<file path="src/rtl/sobel_3_3.sv">
// sobel_3_3: 3x3 Sobel gradient magnitude with border substitution.
// Consumes one 3x3 window per cycle and produces |Gx|+|Gy| saturated to
// 8 bits plus a thresholded edge flag, with a fixed 3-cycle latency.
// Windows whose centre lies on the image edge output a border value instead.
//
// Ports:
//   iclk       pixel clock
//   rst_i      synchronous active-high reset
//   ivalid     window valid (centre pixel valid)
//   idata_3_3  window {p11,p12,p13,p21,p22,p23,p31,p32,p33}, p11 in [71:64]
//   ovalid     result valid (ivalid delayed by 3)
//   odata      saturated gradient magnitude, or border value
//   oedge      odata >= THRESH on interior pixels, 0 on border pixels
module sobel_3_3 #(
   parameter int unsigned IMG_W       = 720,
   parameter int unsigned IMG_H       = 576,
   parameter int unsigned THRESH      = 128,
   parameter bit          BORDER_MODE = 1'b0
) (
   input  logic        iclk,
   input  logic        rst_i,
   input  logic        ivalid,
   input  logic [71:0] idata_3_3,
   output logic        ovalid,
   output logic [7:0]  odata,
   output logic        oedge
);

   localparam int unsigned PIX_W = 8;
   localparam int unsigned SUM_W = 10;
   localparam int unsigned MAG_W = 11;
   localparam int unsigned COL_W = (IMG_W > 1) ? $clog2(IMG_W) : 1;
   localparam int unsigned ROW_W = (IMG_H > 1) ? $clog2(IMG_H) : 1;

   localparam logic [COL_W-1:0] COL_LAST = COL_W'(IMG_W - 1);
   localparam logic [ROW_W-1:0] ROW_LAST = ROW_W'(IMG_H - 1);
   localparam logic [PIX_W-1:0] THRESH_8 = PIX_W'(THRESH);
   localparam logic [MAG_W-1:0] SAT_MAX  = MAG_W'(255);

   // Window unpack
   logic [PIX_W-1:0] p11, p12, p13, p21, p22, p23, p31, p32, p33;
   assign {p11, p12, p13, p21, p22, p23, p31, p32, p33} = idata_3_3;

   // Weighted column/row sums (each fits in 10 bits, max 1020)
   logic [SUM_W-1:0] sum_l_c, sum_r_c, sum_t_c, sum_b_c;
   assign sum_l_c = SUM_W'(p11) + (SUM_W'(p21) << 1) + SUM_W'(p31);
   assign sum_r_c = SUM_W'(p13) + (SUM_W'(p23) << 1) + SUM_W'(p33);
   assign sum_t_c = SUM_W'(p11) + (SUM_W'(p12) << 1) + SUM_W'(p13);
   assign sum_b_c = SUM_W'(p31) + (SUM_W'(p32) << 1) + SUM_W'(p33);

   // Position counters: advance only on valid windows, hold through gaps
   logic [COL_W-1:0] col;
   logic [ROW_W-1:0] row;

   always_ff @(posedge iclk) begin
      if (rst_i) begin
         col <= '0;
         row <= '0;
      end else if (ivalid) begin
         if (col == COL_LAST) begin
            col <= '0;
            row <= (row == ROW_LAST) ? '0 : row + ROW_W'(1);
         end else begin
            col <= col + COL_W'(1);
         end
      end
   end

   // Border flag from the pre-increment position of this window's centre
   logic border_c;
   assign border_c = (col == '0) || (col == COL_LAST) ||
                     (row == '0) || (row == ROW_LAST);

   // S1: weighted sums, centre pixel, border flag
   logic             s1_valid;
   logic [SUM_W-1:0] s1_sum_l, s1_sum_r, s1_sum_t, s1_sum_b;
   logic [PIX_W-1:0] s1_center;
   logic             s1_border;

   always_ff @(posedge iclk) begin
      if (rst_i) begin
         s1_valid <= 1'b0;
      end else begin
         s1_valid <= ivalid;
      end
      s1_sum_l  <= sum_l_c;
      s1_sum_r  <= sum_r_c;
      s1_sum_t  <= sum_t_c;
      s1_sum_b  <= sum_b_c;
      s1_center <= p22;
      s1_border <= border_c;
   end

   // S2: absolute gradients as larger-minus-smaller
   logic             s2_valid;
   logic [SUM_W-1:0] s2_gx, s2_gy;
   logic [PIX_W-1:0] s2_center;
   logic             s2_border;

   always_ff @(posedge iclk) begin
      if (rst_i) begin
         s2_valid <= 1'b0;
      end else begin
         s2_valid <= s1_valid;
      end
      s2_gx     <= (s1_sum_r >= s1_sum_l) ? (s1_sum_r - s1_sum_l) : (s1_sum_l - s1_sum_r);
      s2_gy     <= (s1_sum_b >= s1_sum_t) ? (s1_sum_b - s1_sum_t) : (s1_sum_t - s1_sum_b);
      s2_center <= s1_center;
      s2_border <= s1_border;
   end

   // S3: add, saturate, threshold, border mux
   logic [MAG_W-1:0] mag_c;
   logic [PIX_W-1:0] sat_c;
   assign mag_c = MAG_W'(s2_gx) + MAG_W'(s2_gy);
   assign sat_c = (mag_c > SAT_MAX) ? {PIX_W{1'b1}} : mag_c[PIX_W-1:0];

   always_ff @(posedge iclk) begin
      if (rst_i) begin
         ovalid <= 1'b0;
         odata  <= '0;
         oedge  <= 1'b0;
      end else if (s2_valid) begin
         ovalid <= 1'b1;
         if (s2_border) begin
            odata <= BORDER_MODE ? s2_center : '0;
            oedge <= 1'b0;
         end else begin
            odata <= sat_c;
            oedge <= (sat_c >= THRESH_8);
         end
      end else begin
         ovalid <= 1'b0;
         odata  <= '0;
         oedge  <= 1'b0;
      end
   end

endmodule

</file>
<file path="config.mk">
export PLATFORM = sky130hd
export DESIGN_NAME = sobel_3_3
export DESIGN_NICKNAME = d
export VERILOG_FILES = /design/src/rtl/sobel_3_3.sv
export SDC_FILE = /design/constraint.sdc
export NUM_CORES = 1
export LEC_CHECK = 0
export BUFFER_PORTS_ARGS = -buffer_cell sky130_fd_sc_hd__buf_4
export CAP_MARGIN = 20
export CORE_AREA = 5 5 123 125
export CTS_BUF_LIST = sky130_fd_sc_hd__clkbuf_16
export DETAILED_ROUTE_END_ITERATION = 10
export DIE_AREA = 0 0 128 130
export PLACE_DENSITY = 0.76
export RECOVER_POWER = 100
export SLEW_MARGIN = 20
export SYNTH_ARGS = -nofsm -noshare
export SYNTH_HDL_FRONTEND = slang
export SYNTH_SLANG_ARGS = --single-unit
</file>
<file path="constraint.sdc">
create_clock -name iclk -period 4.6 [get_ports iclk]
set_input_delay 0.69 -clock iclk [delete_from_list [all_inputs] [get_ports iclk]]
set_output_delay 0.69 -clock iclk [all_outputs]
set_load 0.03 [all_outputs]
</file>
==> impl_metrics.json, run 1 <==
{
  "outcome": "complete, no violations",
  "hold_violations": 0,
  "synth_common_cells": "dfxtp_1, ha_1, inv_1, nor2_1, a21oi_1",
  "syn_nets": 864,
  "io-pin-count": 85,
  "die_width_um": 128,
  "r2r_start": "s1_sum_r[0]$_DFF_P_",
  "drive_above_1_share": 0.09946,
  "ys_warn_count": 0,
  "syn-cell-area_um2": 6351,
  "maxSlewHeadroom": 0.2881,
  "slowest_delay_ns": 0.82,
  "async_flop_share": 0,
  "viasPerCell": 5.063,
  "crit_required_ns": 4.83,
  "wl_met3_um": 867,
  "worst-setup-path-type": "in2reg",
  "post_cts_buffers": 0,
  "first_global_vias": 4794,
  "cp.arrival_ns": 3.12,
  "reg2regPathDepth": 8,
  "dp_hpwl_um": 11020,
  "synth.avg_cell_area_um2": 9.565,
  "synthDistinctLibCells": 46,
  "startpoint": "ivalid",
  "initial_core_util": 0.4611,
  "timing.hold.ws_ns": 0.3292,
  "setup_viol": 0,
  "r2r_setup_slack_ns": 1.84,
  "grt-ovfl-total": 0,
  "finalWeightedCongestion": 0.8950,
  "period_needed_ns": 2.897,
  "clkLatencyLatePin_ns": 0.34,
  "ys.flop_type": "dfxtp_1",
  "skew_ns": 0.005157,
  "num_antenna_cells": 0,
  "yosys.area.top_type": "dfxtp_1",
  "fmax_mhz": 345.2,
  "hold_class": "reg2reg",
  "nNetsFinal": 939,
  "htreeDepth": 3,
  "wl_met1_um": 5827,
  "portBuffers": 76,
  "synthToLayoutAreaGrowth_pct": 14.01,
  "totalNegativeSetupSlack_ns": 0,
  "antenna_found_initial": 0,
  "slew_viol_final": 0,
  "crit_path_top_delay_cell": "nor4_1",
  "coreArea_um2": 13770,
  "netlist.area_leader.share": 0.2931,
  "cts_root_buffer": "clkbuf_16",
  "fin_util": 0.5257,
  "path_clk_slew_ns": 0.06,
  "synth_edf_count": 0,
  "die_h_um": 130,
  "regArea_um2": 1862,
  "cts_resized": 0,
  "grt_max_degree": 15,
  "crit_path_end": "row[9]$_SDFFE_PP0P_",
  "tightest_slew_ns": 1.058,
  "p_leak_nw": 3.446,
  "syn-instance-count": 664,
  "ys_seq_elements": 93,
  "p_per_area_nw_per_um2": 595.9,
  "rsz0062_at_grt": "false",
  "cts_num_sinks": 93,
  "end_kind": "flop",
  "highest_layer": "met4",
  "grt_first_pass_wirelength_um": 22450,
  "first_iter_violations": 207,
  "nFillCells": 1276,
  "drc": 0,
  "ant_nets": 0,
  "p_total_w": 0.004314,
  "num_vias": 4678,
  "routed_wl_um": 13220,
  "cp_max_fo": 8,
  "clock_path_buffers": 2,
  "maxCapViolCount": 0,
  "ys_top_cells_by_area": "dfxtp_1, ha_1, fa_1",
  "crit_path_cell_trace": "clkbuf_1 -> or4b_2 -> nor4_1 -> and4_1 -> nand3_1 -> xor2_1 -> nor2_1",
  "wl_per_cell_um": 14.30,
  "r2r-end": "s2_gx[5]$_DFF_P_",
  "grt_usage": 0.1685,
  "peakVddDrop_uv": 234.1,
  "multi_input_area_um2": 4167,
  "synth_most_common_cell": "dfxtp_1",
  "timing.final.crit_share": 0.6298,
  "numCtsBuffers": 9,
  "first_pass_iters": 5,
  "critPathLaunchType": "input pin",
  "cts_tree": "built",
  "dr_wl_met2_um": 6198,
  "ys_seq_area_frac": 0.2931,
  "cts.hold.buffers_added": 0,
  "fp-row-count": 43,
  "die_area_um2": 16640
}
[flip-flops by register name, summed over array words and instances, names as in the netlist]
signal     flops
s1_sum_l      10
col           10
s1_valid       1
s2_gy         10
s2_valid       1
row           10
s1_sum_b      10
s2_border      1
s1_sum_t      10
s1_border      1
s2_gx         10
ovalid         1
s1_sum_r      10
odata          8
[layout make-up]
cell class / count / area share
Multi-Input combinational cell: 497 / 0.5754
Sequential cell: 93 / 0.2571
Timing Repair Buffer: 76 / 0.06843
Inverter: 62 / 0.03214
Clock buffer: 9 / 0.03110
Tap cell: 180 / 0.03110
Clock inverter: 7 / 0.004666
[power breakdown]
part	internal [W]	switching, W	total [W]
logic	0.00113	0.00137	0.00250
clock network	0.000357	0.000288	0.000645
registers	0.00105	0.000115	0.00117
[worst min-delay path by stage]
stage	startpoint	to	slack, ns	depth (start not counted)
after global placement	s1_border$_DFF_P_	s2_border$_DFF_P_	0.31	0
final	s1_border$_DFF_P_	s2_border$_DFF_P_	0.33	0
after floorplan	s1_border$_DFF_P_	s2_border$_DFF_P_	0.31	0
after global routing	s1_border$_DFF_P_	s2_border$_DFF_P_	0.35	0
after CTS	s1_border$_DFF_P_	s2_border$_DFF_P_	0.33	0
after detailed placement	s1_border$_DFF_P_	s2_border$_DFF_P_	0.31	0
[layout by cell type, fill, tap and decap left out, types with 13 or more instances in the layout]
master,instances
dfxtp_1,93
ha_1,88
inv_1,63
buf_4,55
nor2_1,53
a21oi_1,52
nand2_1,38
fa_1,37
xnor2_1,36
o21ai_0,28
xor2_1,28
a21o_1,20
clkbuf_1,20
mux2i_1,19
nor2b_1,15
nor3_1,13
[worst max-delay path, delay by kind of cell]
family,cells,cell delay (ns)
xor gates and xnor gates,1,0.15
buffers and inverters,1,0.26
and+or+nand+nor,5,2.02
[stage by stage]
stage,area (um^2),setup slack [ns],instances
floorplan,6351,1.969,664
global placement,7083,1.721,908
detailed placement,7083,1.697,908
CTS,7342,2.015,924
global route,7241,1.457,924
finish,7241,1.703,924
[routing by layer]
metal	up-vias	GRT usage
met1	2130	0.2051
met2	118	0.2868
li1	2405	-
met5	-	0
met3	25	0.04666
met4	0	0.06117
[cell families (layout without fill, tap and decap cells)]
| kind of cell | Yosys count | in the layout | share of synthesized area |
|---|---|---|---|
| flops | 93 | 93 | 0.2931 |
| mux | 20 | 20 | 0.03172 |
| simple gates | 155 | 155 | 0.1200 |
| compound gates | 133 | 133 | 0.1302 |
| fa+ha+maj | 125 | 125 | 0.2900 |
| buf+inv | 74 | 154 | 0.04669 |
| xor+xnor | 64 | 64 | 0.08826 |
No activity file was read; power rests on OpenSTA's default activity.
==> run 2, diff against run 1 <==
Settings changed: ABC_AREA set to 1, CORE_AREA 5 5 123 125 to 5 5 131 133, DIE_AREA 0 0 128 130 to 0 0 136 138, PLACE_DENSITY 0.76 to 0.78.
Clock period 4.6 ns to 2.35 ns, I/O delays scaled along.
==> impl_metrics.json, run 2 <==
{
  "outcome": "complete, no violations",
  "timing.hold.ws_ns": 0.2223,
  "grt-ovfl-total": 0,
  "maxSlewHeadroom": 0.5293,
  "fmax_mhz": 470.8,
  "netlist.area_leader.share": 0.2547,
  "antenna_found_initial": 0,
  "synth.avg_cell_area_um2": 7.743,
  "drc": 0,
  "fin_ws_ns": 0.2258,
  "synthDistinctLibCells": 36,
  "pwr-share-seq": 0.226,
  "multi_input_area_um2": 4679,
  "crit_path_top_delay_cell": "ha_1",
  "peakVddDrop_uv": 504.4,
  "post_cts_buffers": 0,
  "hold_class": "in2reg",
  "critPathLaunchType": "flop",
  "cts_tree": "built",
  "ant_nets": 0,
  "dp.cells": 1235,
  "finalWeightedCongestion": 0.9746,
  "cts_root_buffer": "clkbuf_16",
  "initial_core_util": 0.4652,
  "cts.hold.buffers_added": 0,
  "grt_max_degree": 18,
  "cp_max_fo": 7,
  "numCtsBuffers": 9,
  "tightest_slew_ns": 0.7007,
  "drive_above_1_share": 0.1043,
  "first_pass_iters": 5,
  "die_h_um": 138,
  "yosys.area.top_type": "dfxtp_1",
  "crit_path_cell_trace": "inv_1 -> ha_1 -> inv_1 -> o21ai_0 -> a21oi_1 -> nand3_1 -> a21oi_2 -> clkbuf_2 -> nand2_1 -> nand2_1",
  "regArea_um2": 1862,
  "rsz0062_at_grt": "false",
  "switchingPower_w": 0.004752,
  "synth_most_common_cell": "nand2_1",
  "maxCapViolCount": 0,
  "num_vias": 6080,
  "intPower_w": 0.005384,
  "clock_path_buffers": 2,
  "clkPwrFrac": 0.159,
  "grt_usage": 0.1776,
  "synthToLayoutAreaGrowth_pct": 14.09,
  "syn-cell-area_um2": 7310,
  "cp.arrival_ns": 2.42,
  "p_per_area_nw_per_um2": 1216,
  "path_clk_slew_ns": 0.07,
  "slew_viol_final": 0,
  "coreArea_um2": 15710,
  "num_antenna_cells": 0,
  "synth_edf_count": 0,
  "slowest_delay_ns": 0.39,
  "htreeDepth": 3,
  "crit_required_ns": 2.64,
  "pre_cts_slack_ns": -0.06594,
  "ys_warn_count": 0,
  "worst-setup-path-type": "reg2reg",
  "combPwrFrac": 0.615,
  "synth_common_cells": "nand2_1, inv_1, dfxtp_1, ha_1, a21oi_1",
  "syn-instance-count": 944,
  "viasPerCell": 4.860,
  "die_width_um": 136,
  "first_global_vias": 6027,
  "dp_hpwl_um": 13750,
  "cts_resized": 0,
  "io-pin-count": 85,
  "routed_wl_um": 15990,
  "ys.flop_type": "dfxtp_1",
  "grt_first_pass_wirelength_um": 27210,
  "period_needed_ns": 2.124,
  "wl_per_cell_um": 12.78,
  "hold_violations": 0,
  "skew_ns": 0.007122,
  "clkLatencyLatePin_ns": 0.35,
  "portBuffers": 76,
  "fp-row-count": 46,
  "end_kind": "flop",
  "p_leak_nw": 4.219,
  "async_flop_share": 0,
  "swShare": 0.4688,
  "nFillCells": 1516,
  "final_common_cell": "nand2_1",
  "final_cells": 1251,
  "ys_seq_area_frac": 0.2547,
  "setup_viol": 0,
  "nNetsFinal": 1230,
  "die_area_um2": 18770,
  "crit_buf_inv": 3,
  "first_iter_violations": 265,
  "syn_nets": 1144,
  "cts_num_sinks": 93,
  "ys_seq_elements": 93,
  "ys_top_cells_by_area": "dfxtp_1, ha_1, nand2_1",
  "critPathTopFamily": "compound AO/OA/AOI/OAI gates",
  "timing.final.crit_share": 0.9039,
  "layout_common_cells": "nand2_1, inv_1, dfxtp_1"
}
[run 2: cell count changes in the layout (fill, tap and decap cells not counted), moves of 19 or more]
cell     previous run  this run
nand2_1            38       200
inv_1              63       169
nand3_1             3        33
a21oi_1            52        78
xnor2_1            36        13
a21o_1             20         0
nand4_1             4        24
mux2i_1            19         0
xor2_1             28        47
[run 2: logic make-up after synthesis]
family	count (synthesis)	synth area share
AOI/OAI and AO/OA	133	0.1041
xor gates and xnor gates	60	0.07189
adders and majority gates	125	0.2520
buffers and inverters	182	0.09996
DFF	93	0.2547
and+or+nand+nor	351	0.2174
[run 2: worst paths after layout]
path | from | endpoint | cells after the start | slack (ns)
setup reg to reg | s1_sum_l[7]$_DFF_P_ | s2_gx[9]$_DFF_P_ | 10 | 0.23
hold / removal | idata_3_3[16] | s1_sum_b[0]$_DFF_P_ | 2 | 0.22
hold reg to reg | s1_border$_DFF_P_ | s2_border$_DFF_P_ | 0 | 0.33
setup / recovery | s1_sum_l[7]$_DFF_P_ | s2_gx[9]$_DFF_P_ | 10 | 0.23
[run 2: cell type report]
cell class | instances | share of cell area
multi-input cells | 669 | 0.5611
inverters | 172 | 0.07757
well taps | 216 | 0.03241
clock buffers | 9 | 0.02701
repair buffers | 85 | 0.06587
flip-flops and latches | 93 | 0.2233
clock inverters | 7 | 0.01275
[run 2: metrics by stage]
stage                     instance area (um^2)  utilization   TNS, ns  power [W]
after floorplan                           7310            -         0   0.007351
after global routing                      8339       0.5307         0    0.01128
final                                     8339       0.5307         0    0.01014
after detailed placement                  8135       0.5178  -0.06625   0.008614
after global placement                    8135       0.5178         0   0.008462
after CTS                                 8467       0.5389         0    0.01026
[run 2: layer usage]
metal  part of all wire  vias to the layer above  routed length (um)  global-route usage
met1               0.44                     2717                7100              0.2223
met4              0.027                        0                 436             0.06578
li1                   -                     3183                   -                   -
met3              0.052                       29                 833             0.03628
met5                  0                        -                   0                   0
met2               0.48                      151                7616              0.3004
[run 2: power by group through the flow]
stage | Combinational, W | Sequential (W) | Clock [W]
finish | 0.00624 | 0.00229 | 0.00161
floorplan | 0.00511 | 0.00224 | 0
global placement | 0.00614 | 0.00233 | 0
detailed placement | 0.00627 | 0.00234 | 0
CTS | 0.00631 | 0.00231 | 0.00165
global route | 0.00722 | 0.00234 | 0.00171
